--- config.mk ---
export PLATFORM = sky130hd
export DESIGN_NAME = edge_burst_gen_flat
export DESIGN_NICKNAME = d
export VERILOG_FILES = /design/src/rtl/edge_burst_gen_if.sv /design/src/rtl/edge_burst_gen.sv /design/src/flat_wrapper.sv
export SDC_FILE = /design/constraint.sdc
export NUM_CORES = 1
export LEC_CHECK = 0
export BUFFER_PORTS_ARGS = -buffer_cell sky130_fd_sc_hd__buf_2
export CORE_ASPECT_RATIO = 1.25
export CORE_UTILIZATION = 30
export DETAILED_ROUTE_END_ITERATION = 8
export GPL_TIMING_DRIVEN = 1
export PLACE_DENSITY = 0.51
export SLEW_MARGIN = 20
export SYNTH_ARGS = -nofsm -noshare
export SYNTH_HDL_FRONTEND = slang
export SYNTH_SLANG_ARGS = --single-unit
--- constraint.sdc ---
create_clock -name clk -period 1.97 [get_ports clk]
set_clock_uncertainty 0.1 [all_clocks]
set_input_delay 0.197 -clock clk [delete_from_list [all_inputs] [get_ports clk]]
set_output_delay 0.197 -clock clk [all_outputs]
set_load 0.02 [all_outputs]
--- src/rtl/edge_burst_gen_if.sv ---
// Request/response bundle for the edge burst generator: burst parameters in,
// generated line and status out.
interface edge_burst_gen_if #(
   parameter int CNT_W = 3
);
   logic             start;
   logic [CNT_W-1:0] num_edges;
   logic [CNT_W-1:0] high_len;
   logic [CNT_W-1:0] low_len;
   logic [CNT_W-1:0] window;
   logic             signal;
   logic             busy;
   logic             done;
   logic             overrun;

   modport master (
      output start, num_edges, high_len, low_len, window,
      input  signal, busy, done, overrun
   );

   modport slave (
      input  start, num_edges, high_len, low_len, window,
      output signal, busy, done, overrun
   );
endinterface

--- src/rtl/edge_burst_gen.sv ---
// Drives a line with a programmed burst of rising edges, stretched to cover a
// minimum busy window; flags bursts that overflow the window.
module edge_burst_gen #(
   parameter int CNT_W = 3
) (
   input logic              clk,
   input logic              reset,
   edge_burst_gen_if.slave  bus
);

   localparam int WIN_W = CNT_W + 4;

   typedef enum logic [1:0] {S_IDLE, S_HIGH, S_LOW, S_TAIL} state_t;

   state_t           r_state;
   logic [CNT_W-1:0] r_edge_cnt;
   logic [CNT_W-1:0] r_phase_cnt;
   logic [WIN_W-1:0] r_win_cnt;
   logic [CNT_W-1:0] r_num;
   logic [CNT_W-1:0] r_high;
   logic [CNT_W-1:0] r_low;
   logic [CNT_W-1:0] r_window;
   logic             r_signal;
   logic             r_busy;
   logic             r_done;
   logic             r_overrun;

   state_t           w_state_nxt;
   logic [CNT_W-1:0] w_edge_nxt;
   logic [CNT_W-1:0] w_phase_nxt;
   logic [WIN_W-1:0] w_win_nxt;
   logic             w_accept;
   logic             w_noop;
   logic             w_finish;
   logic             w_win_covered;
   logic             w_signal_nxt;
   logic             w_busy_nxt;
   logic             w_done_nxt;
   logic             w_overrun_nxt;

   function automatic logic [WIN_W-1:0] sat_inc(input logic [WIN_W-1:0] v);
      return (&v) ? v : v + WIN_W'(1);
   endfunction

   function automatic logic [CNT_W-1:0] norm_len(input logic [CNT_W-1:0] v);
      return (v == '0) ? CNT_W'(1) : v;
   endfunction

   assign w_win_covered = (r_win_cnt >= WIN_W'(r_window));

   // State, counters and registered outputs
   always_ff @(posedge clk or posedge reset) begin
      if (reset) begin
         r_state     <= S_IDLE;
         r_edge_cnt  <= '0;
         r_phase_cnt <= '0;
         r_win_cnt   <= '0;
         r_signal    <= 1'b0;
         r_busy      <= 1'b0;
         r_done      <= 1'b0;
         r_overrun   <= 1'b0;
      end else begin
         r_state     <= w_state_nxt;
         r_edge_cnt  <= w_edge_nxt;
         r_phase_cnt <= w_phase_nxt;
         r_win_cnt   <= w_win_nxt;
         r_signal    <= w_signal_nxt;
         r_busy      <= w_busy_nxt;
         r_done      <= w_done_nxt;
         r_overrun   <= w_overrun_nxt;
      end
   end

   // Burst parameters are frozen at acceptance so mid-burst input changes are harmless
   always_ff @(posedge clk) begin
      if (w_accept) begin
         r_num    <= bus.num_edges;
         r_high   <= norm_len(bus.high_len);
         r_low    <= norm_len(bus.low_len);
         r_window <= bus.window;
      end
   end

   always_comb begin
      w_state_nxt = r_state;
      w_edge_nxt  = r_edge_cnt;
      w_phase_nxt = r_phase_cnt;
      w_win_nxt   = r_win_cnt;
      w_accept    = 1'b0;
      w_noop      = 1'b0;
      w_finish    = 1'b0;
      case (r_state)
         S_IDLE: begin
            if (bus.start) begin
               if (bus.num_edges != '0) begin
                  w_accept    = 1'b1;
                  w_state_nxt = S_HIGH;
                  w_edge_nxt  = CNT_W'(1);
                  w_phase_nxt = CNT_W'(1);
                  w_win_nxt   = WIN_W'(1);
               end else begin
                  w_noop = 1'b1;
               end
            end
         end
         S_HIGH: begin
            if (r_phase_cnt < r_high) begin
               w_phase_nxt = r_phase_cnt + CNT_W'(1);
               w_win_nxt   = sat_inc(r_win_cnt);
            end else if (r_edge_cnt < r_num) begin
               w_state_nxt = S_LOW;
               w_phase_nxt = CNT_W'(1);
               w_win_nxt   = sat_inc(r_win_cnt);
            end else if (w_win_covered) begin
               w_state_nxt = S_IDLE;
               w_finish    = 1'b1;
            end else begin
               w_state_nxt = S_TAIL;
               w_win_nxt   = sat_inc(r_win_cnt);
            end
         end
         S_LOW: begin
            w_win_nxt = sat_inc(r_win_cnt);
            if (r_phase_cnt < r_low) begin
               w_phase_nxt = r_phase_cnt + CNT_W'(1);
            end else begin
               w_state_nxt = S_HIGH;
               w_edge_nxt  = r_edge_cnt + CNT_W'(1);
               w_phase_nxt = CNT_W'(1);
            end
         end
         S_TAIL: begin
            if (w_win_covered) begin
               w_state_nxt = S_IDLE;
               w_finish    = 1'b1;
            end else begin
               w_win_nxt = sat_inc(r_win_cnt);
            end
         end
         default: w_state_nxt = S_IDLE;
      endcase
   end

   always_comb begin
      w_signal_nxt  = (w_state_nxt == S_HIGH);
      w_busy_nxt    = (w_state_nxt != S_IDLE);
      w_done_nxt    = w_finish | w_noop;
      w_overrun_nxt = r_overrun;
      if (w_accept || w_noop) begin
         w_overrun_nxt = 1'b0;
      end else if ((r_state == S_HIGH || r_state == S_LOW) && !w_finish &&
                   (r_window != '0) && w_win_covered) begin
         w_overrun_nxt = 1'b1;
      end
   end

   assign bus.signal  = r_signal;
   assign bus.busy    = r_busy;
   assign bus.done    = r_done;
   assign bus.overrun = r_overrun;

endmodule

--- src/flat_wrapper.sv ---
// flat-port wrapper written by rule: the top's interface ports become plain ports
module edge_burst_gen_flat 
#(
   parameter int CNT_W = 3
)
  (clk, reset, bus_start, bus_num_edges, bus_high_len, bus_low_len, bus_window, bus_signal, bus_busy, bus_done, bus_overrun);
  edge_burst_gen_if #(.CNT_W(CNT_W)) bus_i ();
  input logic clk;
  input logic reset;
  input wire logic [$bits(bus_i.start)-1:0] bus_start;
  input wire logic [$bits(bus_i.num_edges)-1:0] bus_num_edges;
  input wire logic [$bits(bus_i.high_len)-1:0] bus_high_len;
  input wire logic [$bits(bus_i.low_len)-1:0] bus_low_len;
  input wire logic [$bits(bus_i.window)-1:0] bus_window;
  output wire logic [$bits(bus_i.signal)-1:0] bus_signal;
  output wire logic [$bits(bus_i.busy)-1:0] bus_busy;
  output wire logic [$bits(bus_i.done)-1:0] bus_done;
  output wire logic [$bits(bus_i.overrun)-1:0] bus_overrun;
  assign bus_i.start = bus_start;
  assign bus_i.num_edges = bus_num_edges;
  assign bus_i.high_len = bus_high_len;
  assign bus_i.low_len = bus_low_len;
  assign bus_i.window = bus_window;
  assign bus_signal = bus_i.signal;
  assign bus_busy = bus_i.busy;
  assign bus_done = bus_i.done;
  assign bus_overrun = bus_i.overrun;
  edge_burst_gen #(.CNT_W(CNT_W)) u_core (.clk(clk), .reset(reset), .bus(bus_i));
endmodule
[After elaboration in Yosys (flattened, before gate mapping)]
Index checks and enable logic that the tools add are counted.
Operators by class
  reductions and logical operators: 19
  mux-type cells: 35
  $lt $le $gt $ge: 4
  add/sub/neg operators: 3
  equal/unequal tests: 8
  bitwise gates (word level): 1
Operator list (count)
  $mux W7: 6
  $pmux W7 S4: 1
  $mux W3: 6
  $mux W2: 7
  $mux W1: 11
  $lt A3 B3 Y1: 3
  $pmux W3 S3: 1
  $reduce_bool A3 Y1: 3
  $pmux W2 S4: 1
  $reduce_and A4 Y1: 2
  $add A7 B1 Y7 const B: 1
  $ge A7 B3 Y1: 1
  $reduce_and A7 Y1: 1
  $add A3 B1 Y3 const B: 2
  $logic_not A3 Y1: 2
  $pmux W3 S2: 1
  $reduce_bool A2 Y1: 3
  $eq A2 B1 Y1 const B: 2
  $eq A2 B2 Y1 const B: 2
  $ne A2 B2 Y1 const B: 2
  $logic_and A1 B1 Y1: 3
  $ne A3 B1 Y1 const B: 1
  $logic_not A2 Y1: 1
  $logic_or A1 B1 Y1: 2
  other kinds (5): 5
Word-level totals
  input bits: 15
  register bits after elaboration: 31

[Depth between registers and ports, before layout]
  word-level depth: 11
  mapped depth: 9
  gate-level depth less buffers: 9

[Worst setup path before layout]
OpenSTA, ideal clock, no wires.
  path kind: flip-flop to flip-flop
  start: reg u_core.r_phase_cnt[2]
  end: reg u_core.r_signal (netlist: u_core.bus.signal)
  library setup time: 0.130 ns
  data arrival time: 1.808 ns
  buffers on the path: 0
  slack: -0.068 ns
  required time: 1.740 ns
  stages on the path, launching flop included: 9
  cell sequence: dfrtp_1 ha_1 a21o_1 a31o_4 a31oi_1 a21oi_1 a311o_1 inv_1 nor2_1
On the way
  longest elaborated chain between the ends: 4
Ends and longest elaborated chain
  from (decl): RTL line edge_burst_gen.sv:17  | logic [CNT_W-1:0] r_phase_cnt;
  from (signal assigned): RTL line edge_burst_gen.sv:65  | r_phase_cnt <= w_phase_nxt;
  $lt A3 B3 Y1 (on tied branches): RTL line edge_burst_gen.sv:124, edge_burst_gen.sv:107
  $mux W2 (on tied branches): RTL line edge_burst_gen.sv:124, edge_burst_gen.sv:107
  $pmux W2 S4 *: RTL line edge_burst_gen.sv:92  | case (r_state)
  named net u_core.w_state_nxt[1]: RTL line edge_burst_gen.sv:28  | state_t w_state_nxt;
  $eq A2 B1 Y1 *: RTL line edge_burst_gen.sv:145  | w_signal_nxt = (w_state_nxt == S_HIGH);
  named net u_core.w_signal_nxt: RTL line edge_burst_gen.sv:36  | logic w_signal_nxt;
  to (signal assigned): RTL line edge_burst_gen.sv:67  | r_signal <= w_signal_nxt;
  to (decl): RTL line edge_burst_gen.sv:23  | logic r_signal;
The timed path passes the listed nets; every way through them passes the cells marked *.
A chain may end at the register's enable or synchronous reset.

[Worst setup path after layout]
  start: reg u_core.r_phase_cnt[2]
  end: reg u_core.r_win_cnt[2]
On the way
  longest elaborated chain between the ends: 3
Ends and longest elaborated chain
  $lt A3 B3 Y1: RTL line edge_burst_gen.sv:107  | if (r_phase_cnt < r_high) begin
  $mux W7: RTL line edge_burst_gen.sv:107
  $pmux W7 S4: RTL line edge_burst_gen.sv:92
  to (signal assigned): RTL line edge_burst_gen.sv:66  | r_win_cnt <= w_win_nxt;
  to (decl): RTL line edge_burst_gen.sv:18  | logic [WIN_W-1:0] r_win_cnt;
Every way passes these cells.

==> run_results.csv <==
group,metric,value,unit
sta,max-slew-margin-rel,0.762,
sta,fin_crit,2.04,ns
finish,final_cells,337,
job,maxCapViolCount,0,
setup_path,crit_slowest_cell,"dfrtp_1",
power,p_switching,1.48,mW
routing,route.detailed.wl_per_inst,13.2,um
setup_path,critPathLaunchType,"register",
setup_path,cp_max_fo,5,
grt,grt_pass1_vias,1566,
floorplanning,boundaryPins,19,
finish,fin_util,0.431,
logic_synthesis,netlist_instances,192,
power,powerDensity,1350,mW/mm^2
grt,grt_pass1_wl,7410,um
sta,rsz0062_at_grt,"true",
placement,place_inst,316,
routing,vias,1613,
finish,final_nets,284,
sta,final.period_utilization,1.04,
power,power.total,3.57,mW
clocking,htreeDepth,2,
logic_synthesis,synth_area,0.00190,mm^2
floorplanning,rows,32,
sta,setup_viol,7,
floorplanning,dieWidth,73.1,um
power,seqPwrFrac,0.269,
routing,drt.antenna.violating_nets,0,
clocking,cts_tree,"built",
setup_path,critPathCaptureType,"register",
logic_synthesis,ys_async_sr_fraction,0.613,
run_status,violations,"negative setup slack",
floorplanning,initial_utilization,0.310,
logic_synthesis,synth_top_area_cell,"dfrtp_1",
setup_path,path_delay_family,"compound AO/OA/AOI/OAI gates",
setup_path,crit_chain,"ha_4 > a21o_1 > a31o_4 > a31oi_4 > or2_4 > a311oi_1 > a211o_1",
setup_path,worst-path-buf-inv,0,
floorplanning,die_area,0.00665,mm^2
logic_synthesis,synth-seq-area-share,0.441,
placement,port_buffers,18,
setup_path,r2r_cells,7,
setup_path,critPathMaxStageDelay,0.41,ns
logic_synthesis,synth_cell_type_count,48,
sta,hold_violations,0,
setup_path,crit_type,"register to register",
power,intPower,2.09,mW
power,p_sw_frac,0.414,
grt,grt_usage,0.148,
power,p_leak,1.17,nW
clocking,clock_latency,0.28,ns
routing,first_iter_violations,82,
worst_hold_path,min_path_cells,1,
logic_synthesis,synth_edf_count,12,
logic_synthesis,yosysWarnings,0,
grt,antenna_found_initial,0,
clocking,root_buffer,"clkbuf_8",
logic_synthesis,syn-mean-instance-area,9.88,um^2
clocking,cts.sinks,31,
routing,drc,0,
placement,place_congestion,0.765,
logic_synthesis,yosysTopAreaCellShare,0.251,
sta,fin_ws,-0.0749,ns
clocking,cts_max_path_buffers,2,
power,pwr-share-comb,0.601,
sta,maxSlewViolCount,0,
clocking,path_clk_slew,0.06,ns
sta,max_freq,489,MHz
worst_hold_path,worst_hold_path_type,"input pin to register",
floorplanning,die_h,90.9,um
routing,wirelength,4460,um
logic_synthesis,synthTopCellsByArea,"dfrtp_1 25%, edfxtp_1 19%, ha_1 11%, inv_1 3.8%, o21ai_0 3.7%",
grt,grt_overflow,0,
clocking,numCtsBuffers,5,
placement,post-dp-hpwl,3390,um
finish,drive_gt1_frac,0.389,
power,irDropWorstVdd,0.642,mV
floorplanning,core_region_area,0.00613,mm^2
setup_path,cp.depth,7,
routing,drt_pass1_iterations,4,
run_status,status,"finished with violations",
sta,tightest_slew,0.354,ns
power,power.share.clock,0.131,
finish,area_growth,39.2,%
grt,grt_max_degree,20,
routing,vias_per_cell,4.79,
finish,antenna-diode-count,0,
logic_synthesis,synth-main-ff-cell,"dfrtp_1",
logic_synthesis,syn-num-nets,224,
setup_path,arrival,2.12,ns
setup_path,rrSetupSlack,-0.07,ns
setup_path,critical_path_required,2.04,ns
logic_synthesis,ys_ff_latch,31,
stage by stage:
step / hold WS [ns] / setup WS, ns / instance area (um^2) / TNS [ns]
6_report: 0.00810 / -0.0749 / 2640 / -0.318
5_1_grt: 0.00304 / -0.166 / 2640 / -1.32
4_1_cts: 0.00162 / -0.0851 / 2460 / -0.340
3_5_place_dp: 0.147 / -0.151 / 2300 / -0.949
3_3_place_gp: 0.145 / -0.137 / 2300 / -0.886
2_1_floorplan: 0.0481 / -0.0363 / 1920 / -0.0989
cells in the mapped netlist, drive strengths merged, types with 2 or more instances:
| cell type | number |
|---|---|
| a21oi | 13 |
| a221o | 2 |
| a22o | 3 |
| a31o | 2 |
| a31oi | 3 |
| and2 | 2 |
| clkbuf | 6 |
| dfrtp | 19 |
| edfxtp | 12 |
| ha | 17 |
| inv | 19 |
| nand2 | 18 |
| nand2b | 6 |
| nand3 | 6 |
| nor2 | 12 |
| nor3 | 5 |
| o2111ai | 2 |
| o211ai | 3 |
| o21ai | 15 |
| o21bai | 3 |
| o31ai | 2 |
per-layer routing:
| layer | wire length (um) | part of all wire | track usage | up-vias |
|---|---|---|---|---|
| met5 | 0 | 0 | 0 | - |
| met4 | 68 | 0.015 | 0.0556 | 0 |
| met3 | 142 | 0.032 | 0.0301 | 7 |
| met2 | 2250 | 0.50 | 0.254 | 29 |
| met1 | 2000 | 0.45 | 0.177 | 761 |
| li1 | - | - | - | 816 |
power by group through the flow:
stage / clock network (mW) / logic (mW) / registers, mW
final: 0.467 / 2.14 / 0.960
after detailed placement: 0 / 1.83 / 0.964
after global placement: 0 / 1.83 / 0.962
after global routing: 0.507 / 2.37 / 0.978
after CTS: 0.485 / 1.92 / 0.954
after floorplan: 0 / 1.16 / 0.995
flip-flops by register name, indices dropped and copies added (netlist names):
name / count
u_core.r_edge_cnt: 3
u_core.r_low: 3
u_core.bus.overrun: 1
u_core.r_num: 3
u_core.r_phase_cnt: 3
u_core.bus.busy: 1
u_core.r_high: 3
u_core.r_window: 3
u_core.bus.signal: 1
u_core.r_state: 2
u_core.bus.done: 1
u_core.r_win_cnt: 7
path summary, 6_finish.rpt:
kind                                                   startpoint                                end
worst max register to register  u_core.r_phase_cnt[2]$_DFFE_PP0P_    u_core.r_win_cnt[2]$_DFFE_PP0P_
max in group asynchronous                                   reset  u_core.r_phase_cnt[0]$_DFFE_PP0P_
worst min-delay path                               bus_low_len[2]      u_core.r_low[2]$_SDFFCE_PN0P_
worst max-delay path            u_core.r_phase_cnt[2]$_DFFE_PP0P_    u_core.r_win_cnt[2]$_DFFE_PP0P_
worst min register to register     u_core.bus.overrun$_DFFE_PP0P_     u_core.bus.overrun$_DFFE_PP0P_
min in group asynchronous                                   reset    u_core.r_win_cnt[6]$_DFFE_PP0P_
kinds of logic (layout without fill, tap and decap cells):
group / Yosys count / after routing / share of synthesized area
AOI/OAI and AO/OA: 61 / 61 / 0.241
and+or+nand+nor: 56 / 56 / 0.146
DFF: 31 / 31 / 0.441
buffers and inverters: 26 / 86 / 0.0554
adders and majority gates: 17 / 17 / 0.112
xor gates and xnor gates: 1 / 1 / 0.00462
cell type report:
type / count / area [um^2]
clock buffer: 5 / 68.8
clock inverter: 2 / 8.76
fill: 606 / 3480
inverter: 19 / 71.3
multi-input combinational: 135 / 1110
sequential: 31 / 836
tap: 85 / 106
timing repair buffer: 60 / 438
what timing repair did:
action | CTS | global route
setup buffers | 3 | 4
hold buffers | 4 | 3
gates resized for setup | 12 | 28
hold endpoints to repair | 22 | 3
setup endpoints to repair | 14 | 17
pin swaps | 19 | 15
cells in the final DEF (no fill, tap or decap), types with 2 or more instances in the layout:
cell,instances
buf_4,31
dfrtp_1,19
buf_2,18
inv_1,15
nor2_1,12
nand2_1,12
edfxtp_1,12
ha_1,11
o21ai_0,8
a21oi_1,8
dlygate4sd3_1,7
nand2b_1,6
nand3_1,6
nand2_2,5
a21oi_2,5
ha_4,5
clkbuf_8,5
nor3_1,4
o21ai_2,4
inv_2,4
buf_6,4
o211ai_1,3
a22o_1,3
o21bai_1,3
o31ai_2,2
a221o_1,2
o2111ai_1,2
o21ai_1,2
Power figures use the tool's default switching activity.
